**config.mk**
```make
export PLATFORM = sky130hd
export DESIGN_NAME = tex_index_clut_pipe
export DESIGN_NICKNAME = d
export VERILOG_FILES = /design/src/rtl/tex_index_clut_pipe.sv
export SDC_FILE = /design/constraint.sdc
export NUM_CORES = 1
export LEC_CHECK = 0
export BUFFER_PORTS_ARGS = -buffer_cell sky130_fd_sc_hd__buf_2
export CORE_UTILIZATION = 46
export CTS_BUF_LIST = sky130_fd_sc_hd__clkbuf_8
export CTS_CLUSTER_DIAMETER = 120
export CTS_CLUSTER_SIZE = 8
export DETAILED_ROUTE_END_ITERATION = 7
export PLACE_DENSITY = 0.77
export RECOVER_POWER = 25
export SLEW_MARGIN = 20
export SYNTH_ARGS = -nofsm -noshare
export SYNTH_HDL_FRONTEND = slang
export SYNTH_SLANG_ARGS = --single-unit
export TNS_END_PERCENT = 1
```
**constraint.sdc**
```tcl
create_clock -name clk -period 3.5 [get_ports clk]
set_input_delay 0.525 -clock clk [delete_from_list [all_inputs] [get_ports clk]]
set_output_delay 0.525 -clock clk [all_outputs]
set_load 0.02 [all_outputs]
```
**src/rtl/tex_index_clut_pipe.sv**
```systemverilog
// Texel decode + CLUT lookup pipeline: extracts 4/8bpp palette indices or passes 16bpp colour,
// realigns CLUT returns with their beats and buffers results in a credit-controlled output FIFO.
module tex_index_clut_pipe #(
    parameter int unsigned LANES    = 2,
    parameter int unsigned CLUT_LAT = 1
) (
    input  logic                  clk,
    input  logic                  rst,
    input  logic                  i_valid,
    output logic                  o_ready,
    input  logic [1:0]            i_texFormat,
    input  logic [16*LANES-1:0]   i_data,
    input  logic [2*LANES-1:0]    i_uLSB,
    input  logic [LANES-1:0]      i_laneEn,
    output logic                  o_clutRd,
    output logic [8*LANES-1:0]    o_clutAddr,
    input  logic [16*LANES-1:0]   i_clutData,
    output logic                  o_valid,
    input  logic                  i_ready,
    output logic [16*LANES-1:0]   o_color,
    output logic [LANES-1:0]      o_transp,
    output logic [LANES-1:0]      o_laneEn
);

    localparam int unsigned DEPTH = CLUT_LAT + 1;
    localparam int unsigned CW    = $clog2(DEPTH + 1);
    localparam int unsigned LAST  = CLUT_LAT - 1;

    logic          accept;
    logic          pop;
    logic          is_pal;
    logic [CW-1:0] cnt;
    logic [CW-1:0] fcnt;
    logic [CW-1:0] fcnt_n;

    assign is_pal   = ~i_texFormat[1];
    assign pop      = o_valid & i_ready;
    assign o_ready  = ~rst & ((cnt < CW'(DEPTH)) | pop);
    assign accept   = i_valid & o_ready;
    assign o_clutRd = accept & is_pal;

    always_comb begin
        logic [15:0] word;
        logic [1:0]  u;
        logic [15:0] sh;
        word       = '0;
        u          = '0;
        sh         = '0;
        o_clutAddr = '0;
        for (int l = 0; l < int'(LANES); l++) begin
            word = i_data[16*l +: 16];
            u    = i_uLSB[2*l +: 2];
            sh   = word >> {u, 2'b00};
            if (o_clutRd) begin
                o_clutAddr[8*l +: 8] = i_texFormat[0] ? (u[0] ? word[15:8] : word[7:0])
                                                      : {4'h0, sh[3:0]};
            end
        end
    end

    // Delay line matching the CLUT read latency; carries everything needed to finish the beat.
    logic [CLUT_LAT-1:0]                 p_vld;
    logic [CLUT_LAT-1:0]                 p_pal;
    logic [CLUT_LAT-1:0][16*LANES-1:0]   p_data;
    logic [CLUT_LAT-1:0][LANES-1:0]      p_en;

    always_ff @(posedge clk or posedge rst) begin
        if (rst) begin
            p_vld  <= '0;
            p_pal  <= '0;
            p_data <= '0;
            p_en   <= '0;
        end else begin
            p_vld[0]  <= accept;
            p_pal[0]  <= is_pal;
            p_data[0] <= i_data;
            p_en[0]   <= i_laneEn;
            for (int s = 1; s < int'(CLUT_LAT); s++) begin
                p_vld[s]  <= p_vld[s-1];
                p_pal[s]  <= p_pal[s-1];
                p_data[s] <= p_data[s-1];
                p_en[s]   <= p_en[s-1];
            end
        end
    end

    logic                push;
    logic [16*LANES-1:0] new_col;
    logic [LANES-1:0]    new_tr;
    logic [LANES-1:0]    new_en;

    assign push = p_vld[LAST];

    always_comb begin
        new_en  = p_en[LAST];
        new_col = '0;
        new_tr  = '0;
        for (int l = 0; l < int'(LANES); l++) begin
            if (new_en[l]) begin
                new_col[16*l +: 16] = p_pal[LAST] ? i_clutData[16*l +: 16]
                                                  : p_data[LAST][16*l +: 16];
                new_tr[l] = (new_col[16*l +: 16] == 16'h0000);
            end
        end
    end

    // Shift-down FIFO: entry 0 is the head and drives the outputs straight from flops.
    logic [DEPTH-1:0][16*LANES-1:0] f_col;
    logic [DEPTH-1:0][16*LANES-1:0] f_col_n;
    logic [DEPTH-1:0][LANES-1:0]    f_tr;
    logic [DEPTH-1:0][LANES-1:0]    f_tr_n;
    logic [DEPTH-1:0][LANES-1:0]    f_en;
    logic [DEPTH-1:0][LANES-1:0]    f_en_n;

    always_comb begin
        f_col_n = f_col;
        f_tr_n  = f_tr;
        f_en_n  = f_en;
        fcnt_n  = fcnt;
        if (pop) begin
            for (int i = 0; i < int'(DEPTH) - 1; i++) begin
                f_col_n[i] = f_col[i+1];
                f_tr_n[i]  = f_tr[i+1];
                f_en_n[i]  = f_en[i+1];
            end
            f_col_n[DEPTH-1] = '0;
            f_tr_n[DEPTH-1]  = '0;
            f_en_n[DEPTH-1]  = '0;
            fcnt_n = fcnt - CW'(1);
        end
        if (push) begin
            for (int i = 0; i < int'(DEPTH); i++) begin
                if (CW'(i) == fcnt_n) begin
                    f_col_n[i] = new_col;
                    f_tr_n[i]  = new_tr;
                    f_en_n[i]  = new_en;
                end
            end
            fcnt_n = fcnt_n + CW'(1);
        end
    end

    always_ff @(posedge clk or posedge rst) begin
        if (rst) begin
            f_col <= '0;
            f_tr  <= '0;
            f_en  <= '0;
            fcnt  <= '0;
            cnt   <= '0;
        end else begin
            f_col <= f_col_n;
            f_tr  <= f_tr_n;
            f_en  <= f_en_n;
            fcnt  <= fcnt_n;
            if (accept && !pop) begin
                cnt <= cnt + CW'(1);
            end else if (!accept && pop) begin
                cnt <= cnt - CW'(1);
            end
        end
    end

    assign o_valid  = (fcnt != '0);
    assign o_color  = f_col[0];
    assign o_transp = f_tr[0];
    assign o_laneEn = f_en[0];

endmodule
```
==> summary.md, run 1 <==
| Metric | Value |
|---|---|
| Critical path launch point type | flip-flop |
| Portion of netlist area occupied by mux cells | 17.3% |
| Largest net degree at the start of global routing | 55 |
| Critical-path maximum fanout | 8 |
| Per-cell routed wire length | 17.6 um |
| Combinational Power Share | 32.2% |
| Power Density | 612 nW/um^2 |
| Rel. slew slack | -55.2% |
| Post-CTS Setup Repair Bufs | 0 |
| Chip Width | 110 um |
| Tcrit/Tclk final | 84.9% |
| Final TNS setup | 0 ns |
| Proportion of synthesized chip area in sequential cells | 52.2% |
| Leading cell type in the layout, fill and taps excluded | sky130_fd_sc_hd__dfrtp_1 |
| Slowest CP cell | sky130_fd_sc_hd__dfrtp_1 |
| Y dimension of the die | 110 um |
| Placeable Area | 11400 um^2 |
| Final RePlAce weighted congestion | 0.859 |
| I/O pin total | 131 |
| Startpoint of the worst register-to-register path | fcnt[0]$_DFF_PP0_ |
| First-pass detailed-route iteration total | 5 |
| Sum of overflow across all layers after global routing | 0 |
| Minimum setup slack in the final design | 0.529 ns |
| Fmax | 0.337 GHz |
| Wire length of the first global-routing pass | 20200 um |
| Syn_nets | 563 |
| R2r setup slk | 0.78 ns |
| Sequential cell fraction of total power | 46.8% |
| Average cell area after synthesis | 11.1 um^2 |
| Clock Skews | 0.0154 ns |
| Total of warnings raised by yosys | 0 |
| Status | complete, but fails checks |
| Post-cts gate resize count | 0 |
| Antenna violations before repair | 0 |
| Cell-internal power | 2.34 mW |
| Vias per inst | 5.46 |
| Final routed DRC violation total | 0 |
| Fraction of final layout cells sized beyond drive strength 1 | 23.7% |
| Setup Viol. Count Final | 0 |
| Reported max-cap violation count | 1 |
| Clk_lat worst skew | 0.37 ns |
| Buf+Inv Stages, Crit Path | 5 |
| Predominant post-synthesis flop cell | sky130_fd_sc_hd__dfrtp_1 |
| Top-area cell type share of the netlist area | 52.2% |
| Compound-gate portion of the synthesized area | 11.4% |
| Maximum clock path buffer count | 2 |
| Actual transition at the worst max-transition pin | 2.32 ns |
| Final Core Density | 52.7% |
| Number of distinct standard cells referenced by the synthesized netlist | 42 |
| Largest family of logic cells by synthesized area | multiplexers |
| Top library cells by usage in the layout, fill and taps aside | 111 x sky130_fd_sc_hd__dfrtp_1, 97 x sky130_fd_sc_hd__buf_2, 88 x sky130_fd_sc_hd__mux2i_1 |
| Basic-gate share of the synthesized area counting and, or, nand and nor cells | 8.75% |
| Synth Area in Adders | 0.933% |
| Number of vias in the routed layout | 3918 |
| Post-cts hold buffer count | 0 |
| Clk pwr share | 21.0% |
| Number of hold violations in the final report | 0 |
| Min-delay worst type | in2reg |
| Via count of the first global-routing pass | 3849 |
| Aggregate routed wire length | 12600 um |
| GRT Util Overall | 22.2% |
| Failing checks | max-capacitance violations, max-slew violations |
| Combined area of all synthesized cells | 5370 um^2 |
| Net total in the final layout | 649 |
| Minimum setup slack after placement | 0.736 ns |
| Deepest level of the CTS H-tree | 3 |
| Clock Pin Slew Worst Setup and Hold Paths | 0.10 ns |
| Effective utilization at floorplan | 47.2% |
| Category of the critical setup timing path | reg2out |
| Critical R2R Capture | o_color[3]$_DFF_PP0_ |
| CP cell instances | inv_1 -> ha_1 -> nor2b_1 -> buf_4 -> inv_2 -> a21oi_4 -> nand3_2 -> clkinv_2 -> nand2_2 -> nor2_1 -> buf_2 |
| Post-synthesis cell count | 483 |
| Most area-consuming cells after synthesis | sky130_fd_sc_hd__dfrtp_1 52%, sky130_fd_sc_hd__mux2i_1 16%, sky130_fd_sc_hd__buf_4 5.3% |
| Net Sw Frac | 36.1% |
| TritonCTS buffer count | 9 |
| Total net switching power | 1.32 mW |
| Xor/xnor share of the synthesized area | 0.816% |
| Total clock sinks | 112 |
| Critical Path Stages | 11 |
| Stage delay of the slowest cell on the critical path | 0.38 ns |
| RSZ-0062 raised after global routing | no |
| Fill cells | 1050 |
| Floorplan die area | 12100 um^2 |
| Data required time of the critical path | 2.97 ns |
| Seq cells post-synth | 112 |
| Ys async rst share | 100% |
| Most area-hungry cell type in the Yosys netlist | sky130_fd_sc_hd__dfrtp_1 |
| Critical Path Sink Type | primary output |
| Worst ir drop on vdd | 0.344 mV |
| Cell family with the largest share of critical-path delay | buffers and inverters |
| Number of max-slew violations in the final report | 55 |
| Data arrival time of the critical path | 2.45 ns |
| Initial DRC count | 210 |
| Clk root buf | sky130_fd_sc_hd__clkbuf_8 |
| Critical path startpoint | fcnt[0]$_DFF_PP0_ |
| Number of core rows | 39 |
| EDFF count, synth | 0 |
| Area added between synthesis and finish | 11.6% |
| Detailed placement HPWL | 9470 um |
| Clock tree from TritonCTS | done |
| Number of input and output port buffers inserted | 130 |
| Pleak | 3.05 nW |
| Post-route antenna net violation count | 0 |
| CP endpoint | o_clutAddr[7] |
| N_diodes | 0 |
| Total Power | 3.66 mW |
| Time the worst path needs with I/O delays and setup | 2.97 ns |
| Startpoint of the worst hold path | i_laneEn[0] |
| Cell count of the worst reg-to-reg path | 11 |
==> state kept, by name (all words and copies together), names as in the netlist <==
name / flops
f_tr: 2
f_en: 2
o_transp: 2
fcnt: 2
o_laneEn: 2
p_data: 32
new_en: 2
f_col: 32
p_vld: 1
o_color: 32
cnt: 2
p_pal: 1
==> power by group through the flow <==
stage	clock network (mW)	registers, mW	logic, mW
final	0.770	1.71	1.18
after global routing	0.831	1.74	1.29
after CTS	0.778	1.72	1.19
after detailed placement	0	1.74	1.19
after global placement	0	1.73	1.16
after floorplan	0	1.67	1.05
==> worst min path at each step <==
stage | endpoint | slack (ns) | cells after the start
2_1_floorplan | f_en[2]$_DFF_PP0_ | 0.45 | 2
3_3_place_gp | f_en[2]$_DFF_PP0_ | 0.46 | 2
3_5_place_dp | f_en[2]$_DFF_PP0_ | 0.47 | 2
4_1_cts | new_en[0]$_DFF_PP0_ | 0.24 | 1
5_1_grt | new_en[0]$_DFF_PP0_ | 0.24 | 1
6_report | new_en[0]$_DFF_PP0_ | 0.25 | 1
==> cell families (layout without fill, tap and decap cells) <==
group | count (synthesis) | after routing
AOI/OAI and AO/OA | 96 | 96
and+or+nand+nor | 102 | 102
xor gates and xnor gates | 5 | 5
adders and majority gates | 4 | 4
muxes | 92 | 92
buffers and inverters | 72 | 163
DFF | 112 | 112
==> stage by stage <==
stage	cell area, um^2	hold slack (ns)	cells
after floorplan	5370	0.446	483
after global placement	5830	0.459	701
after detailed placement	5830	0.467	701
after CTS	6030	0.236	717
after global routing	5990	0.243	717
final	5990	0.247	717
==> worst register-to-register path, cell delays in order, from the launching register on <==
cell                      delay [ns]
sky130_fd_sc_hd__dfrtp_1        0.38
sky130_fd_sc_hd__inv_1          0.05
sky130_fd_sc_hd__ha_1           0.20
sky130_fd_sc_hd__nor2b_1        0.11
sky130_fd_sc_hd__buf_4          0.17
sky130_fd_sc_hd__inv_2          0.10
sky130_fd_sc_hd__a21oi_1        0.28
sky130_fd_sc_hd__ha_1           0.19
sky130_fd_sc_hd__and2_1         0.15
sky130_fd_sc_hd__buf_4          0.24
sky130_fd_sc_hd__nand2_1        0.42
sky130_fd_sc_hd__o22ai_1        0.35
==> cell usage after synthesis, drive strengths merged, types with 2 or more instances <==
cell       n
o21ai     42
mux2       4
nor2b      2
nor3       9
nand3      3
dfrtp    112
a21oi      4
xnor2      3
clkbuf     3
a211oi     4
nand4      4
nor4       7
a2bb2oi    3
nor2      22
a22oi      2
a22o       2
and2       2
xor2       2
nand2     47
nor4b      2
mux2i     88
ha         4
o22ai     33
buf       61
inv        7
o211ai     4
==> final cells by class <==
cell class / count / area (um^2) / share of cell area [%]
inverter: 8 / 32.5 / 0.543
clock inverter: 6 / 58.8 / 0.982
sequential: 112 / 2800 / 46.8
multi-input combinational: 299 / 2100 / 35.0
timing repair buffer: 139 / 677 / 11.3
tap: 143 / 179 / 2.99
clock buffer: 10 / 138 / 2.30
==> metal layers <==
metal | vias up | GRT usage [%] | routed length, um
li1 | 1847 | - | -
met1 | 1928 | 31.0 | 5640
met2 | 124 | 33.8 | 5950
met3 | 19 | 5.23 | 803
met4 | 0 | 7.81 | 242
met5 | - | 0 | 0
Power figures use the tool's default switching activity.
==> run 2, diff against run 1 <==
==> constraint.sdc (replaced) <==
create_clock -name clk -period 2.45 [get_ports clk]
set_input_delay 0.3675 -clock clk [delete_from_list [all_inputs] [get_ports clk]]
set_output_delay 0.3675 -clock clk [all_outputs]
set_load 0.02 [all_outputs]
==> summary.md, run 2 (synthesis gave the netlist of run 1 again) <==
| Metric | Value |
|---|---|
| Status | finished clean |
| Critical path startpoint | fcnt[0]$_DFF_PP0_ |
| Actual transition at the worst max-transition pin | 1.23 ns (-1.09 ns) |
| Post-route antenna net violation count | 0 (unchanged) |
| Area added between synthesis and finish | 16.0% |
| Time the worst path needs with I/O delays and setup | 2.38 ns |
| Setup Viol. Count Final | 0 (unchanged) |
| Pleak | 3.16 nW (+3.6%) |
| Number of input and output port buffers inserted | 130 (unchanged) |
| Wire length of the first global-routing pass | 20200 um (+0.34%) |
| First-pass detailed-route iteration total | 5 (unchanged) |
| Final routed DRC violation total | 0 (unchanged) |
| Effective utilization at floorplan | 47.2% (unchanged) |
| Placeable Area | 11400 um^2 (unchanged) |
| Detailed route wirelength on metal2 | 6150 um (+3.3%) |
| RSZ-0062 raised after global routing | yes |
| Reported max-cap violation count | 0 (-1) |
| Floorplan die area | 12100 um^2 (unchanged) |
| Chip Width | 110 um (unchanged) |
| Final TNS setup | 0 ns (unchanged) |
| Number of core rows | 39 (unchanged) |
| Min-delay worst type | in2reg |
| Per-cell routed wire length | 17.5 um (-0.60%) |
| Vias per inst | 5.39 (-1.4%) |
| Data arrival time of the critical path | 2.01 ns (-0.44 ns) |
| N_diodes | 0 (unchanged) |
| Net total in the final layout | 664 (+2.3%) |
| Y dimension of the die | 110 um (unchanged) |
| Top library cells by usage in the layout, fill and taps aside | 111 x sky130_fd_sc_hd__dfrtp_1, 88 x sky130_fd_sc_hd__mux2i_1, 87 x sky130_fd_sc_hd__buf_2 |
| Data required time of the critical path | 2.08 ns (-0.89 ns) |
| Clk root buf | sky130_fd_sc_hd__clkbuf_8 |
| Wl on met1 | 5820 um (+3.2%) |
| Aggregate routed wire length | 12800 um (+1.5%) |
| Critical Path Sink Type | primary output |
| Startpoint of the worst hold path | i_laneEn[0] |
| Maximum clock path buffer count | 2 (unchanged) |
| Number of hold violations in the final report | 0 (unchanged) |
| Category of the critical setup timing path | reg2out |
| Minimum setup slack in the final design | 0.0740 ns (-0.455 ns) |
| Startpoint of the worst register-to-register path | fcnt[0]$_DFF_PP0_ |
| Clock Skews | 0.0105 ns (-0.00492 ns) |
| I/O pin total | 131 (unchanged) |
| Detailed-routed wire length on met3 | 734 um (-8.6%) |
| Sum of overflow across all layers after global routing | 0 (unchanged) |
| TritonCTS buffer count | 9 (unchanged) |
| Fmax | 0.421 GHz |
| Hold WS | 0.0945 ns (-0.153 ns) |
| Post-cts hold buffer count | 0 (unchanged) |
| GRT Util Overall | 22.3% (+0.11 points) |
| Minimum setup slack after placement | 0.177 ns (-0.559 ns) |
| Total Power | 5.49 mW (+50%) |
| Largest net degree at the start of global routing | 54 (-1.8%) |
| Via count of the first global-routing pass | 3855 (+0.16%) |
| Final Core Density | 54.8% (+2.1 points) |
| Clock tree from TritonCTS | done |
| Power Density | 882 nW/um^2 (+44%) |
| Deepest level of the CTS H-tree | 3 (unchanged) |
| Rel. slew slack | 17.7% (+73 points) |
| DR top layer | met4 |
| Total clock sinks | 112 (unchanged) |
| Fraction of final layout cells sized beyond drive strength 1 | 26.1% (+2.5 points) |
| Critical path launch point type | flip-flop |
| Antenna violations before repair | 0 (unchanged) |
| Number of vias in the routed layout | 3943 (+0.64%) |
| Critical-path maximum fanout | 6 (-2) |
| Worst ir drop on vdd | 0.434 mV (+26%) |
| Number of max-slew violations in the final report | 0 (-100%) |
| Initial DRC count | 224 (+6.7%) |
| Clk_lat worst skew | 0.38 ns (about the same) |
| Final RePlAce weighted congestion | 0.864 (+0.57%) |
| Tcrit/Tclk final | 97.0% |
| Leading cell type in the layout, fill and taps excluded | sky130_fd_sc_hd__dfrtp_1 |
| Clock Pin Slew Worst Setup and Hold Paths | 0.10 ns (about the same) |
| Detailed placement HPWL | 9530 um (+0.68%) |
## run 2: cell types whose count changed in the layout (fill, tap and decap cells not counted), moves of 2 or more
| cell | before | now |
|---|---|---|
| sky130_fd_sc_hd__buf_4 | 9 | 27 |
| sky130_fd_sc_hd__buf_2 | 97 | 87 |
| sky130_fd_sc_hd__buf_6 | 0 | 3 |
| sky130_fd_sc_hd__buf_12 | 0 | 2 |
| sky130_fd_sc_hd__clkbuf_8 | 10 | 12 |
| sky130_fd_sc_hd__clkinv_2 | 2 | 0 |
## run 2: where the power goes
group	total (mW)	leakage [nW]	internal [mW]	switching [mW]
registers	2.41	1.46	2.20	0.212
clock network	1.24	0.125	0.653	0.585
logic	1.84	1.58	0.733	1.10
## run 2: layer usage
layer / vias up / track usage (%)
li1: 1884 / -
met1: 1938 / 32.0
met2: 112 / 33.9
met3: 9 / 5.06
met4: 0 / 6.00
met5: - / 0
## run 2: final timing paths
kind / cells after the start / slack, ns / to
worst max-delay path: 10 / 0.07 / o_clutAddr[2]
worst min-delay path: 1 / 0.09 / new_en[0]$_DFF_PP0_
worst max register to register: 13 / 0.12 / o_transp[0]$_DFF_PP0_
worst min register to register: 2 / 0.49 / f_col[58]$_DFF_PP0_
max in group asynchronous: 3 / 0.74 / p_pal$_DFF_PP0_
min in group asynchronous: 2 / 0.32 / o_transp[1]$_DFF_PP0_
## run 2: area by class of cell
class | count | area, um^2
Fill cell | 1027 | 5140
Sequential cell | 112 | 2800
Multi-Input combinational cell | 299 | 2130
Timing Repair Buffer | 154 | 845
Tap cell | 143 | 179
Clock buffer | 12 | 165
Clock inverter | 4 | 67.6
Inverter | 8 | 36.3
## run 2: per-stage QoR
stage               instances  cell area (um^2)
global route              732              6230
finish                    732              6230
CTS                       728              6210
global placement          710              5940
floorplan                 483              5370
detailed placement        710              5940
## run 2: worst max-delay path, cell delays in order (launching register included)
cell	delay, ns
sky130_fd_sc_hd__dfrtp_1	0.37
sky130_fd_sc_hd__inv_1	0.05
sky130_fd_sc_hd__ha_2	0.19
sky130_fd_sc_hd__nor2b_4	0.13
sky130_fd_sc_hd__inv_2	0.07
sky130_fd_sc_hd__a21oi_4	0.17
sky130_fd_sc_hd__nand3_4	0.12
sky130_fd_sc_hd__clkinv_4	0.09
sky130_fd_sc_hd__o21ai_2	0.06
sky130_fd_sc_hd__a211oi_2	0.20
sky130_fd_sc_hd__buf_4	0.17
## run 2: repair_timing
action / 4_1_cts / 5_1_grt
setup endpoints to repair: 12 / 16
endpoints found under the hold margin: 0 / 0
pin swaps: 1 / 3
resized for setup: 6 / 14
setup buffers: 2 / 4
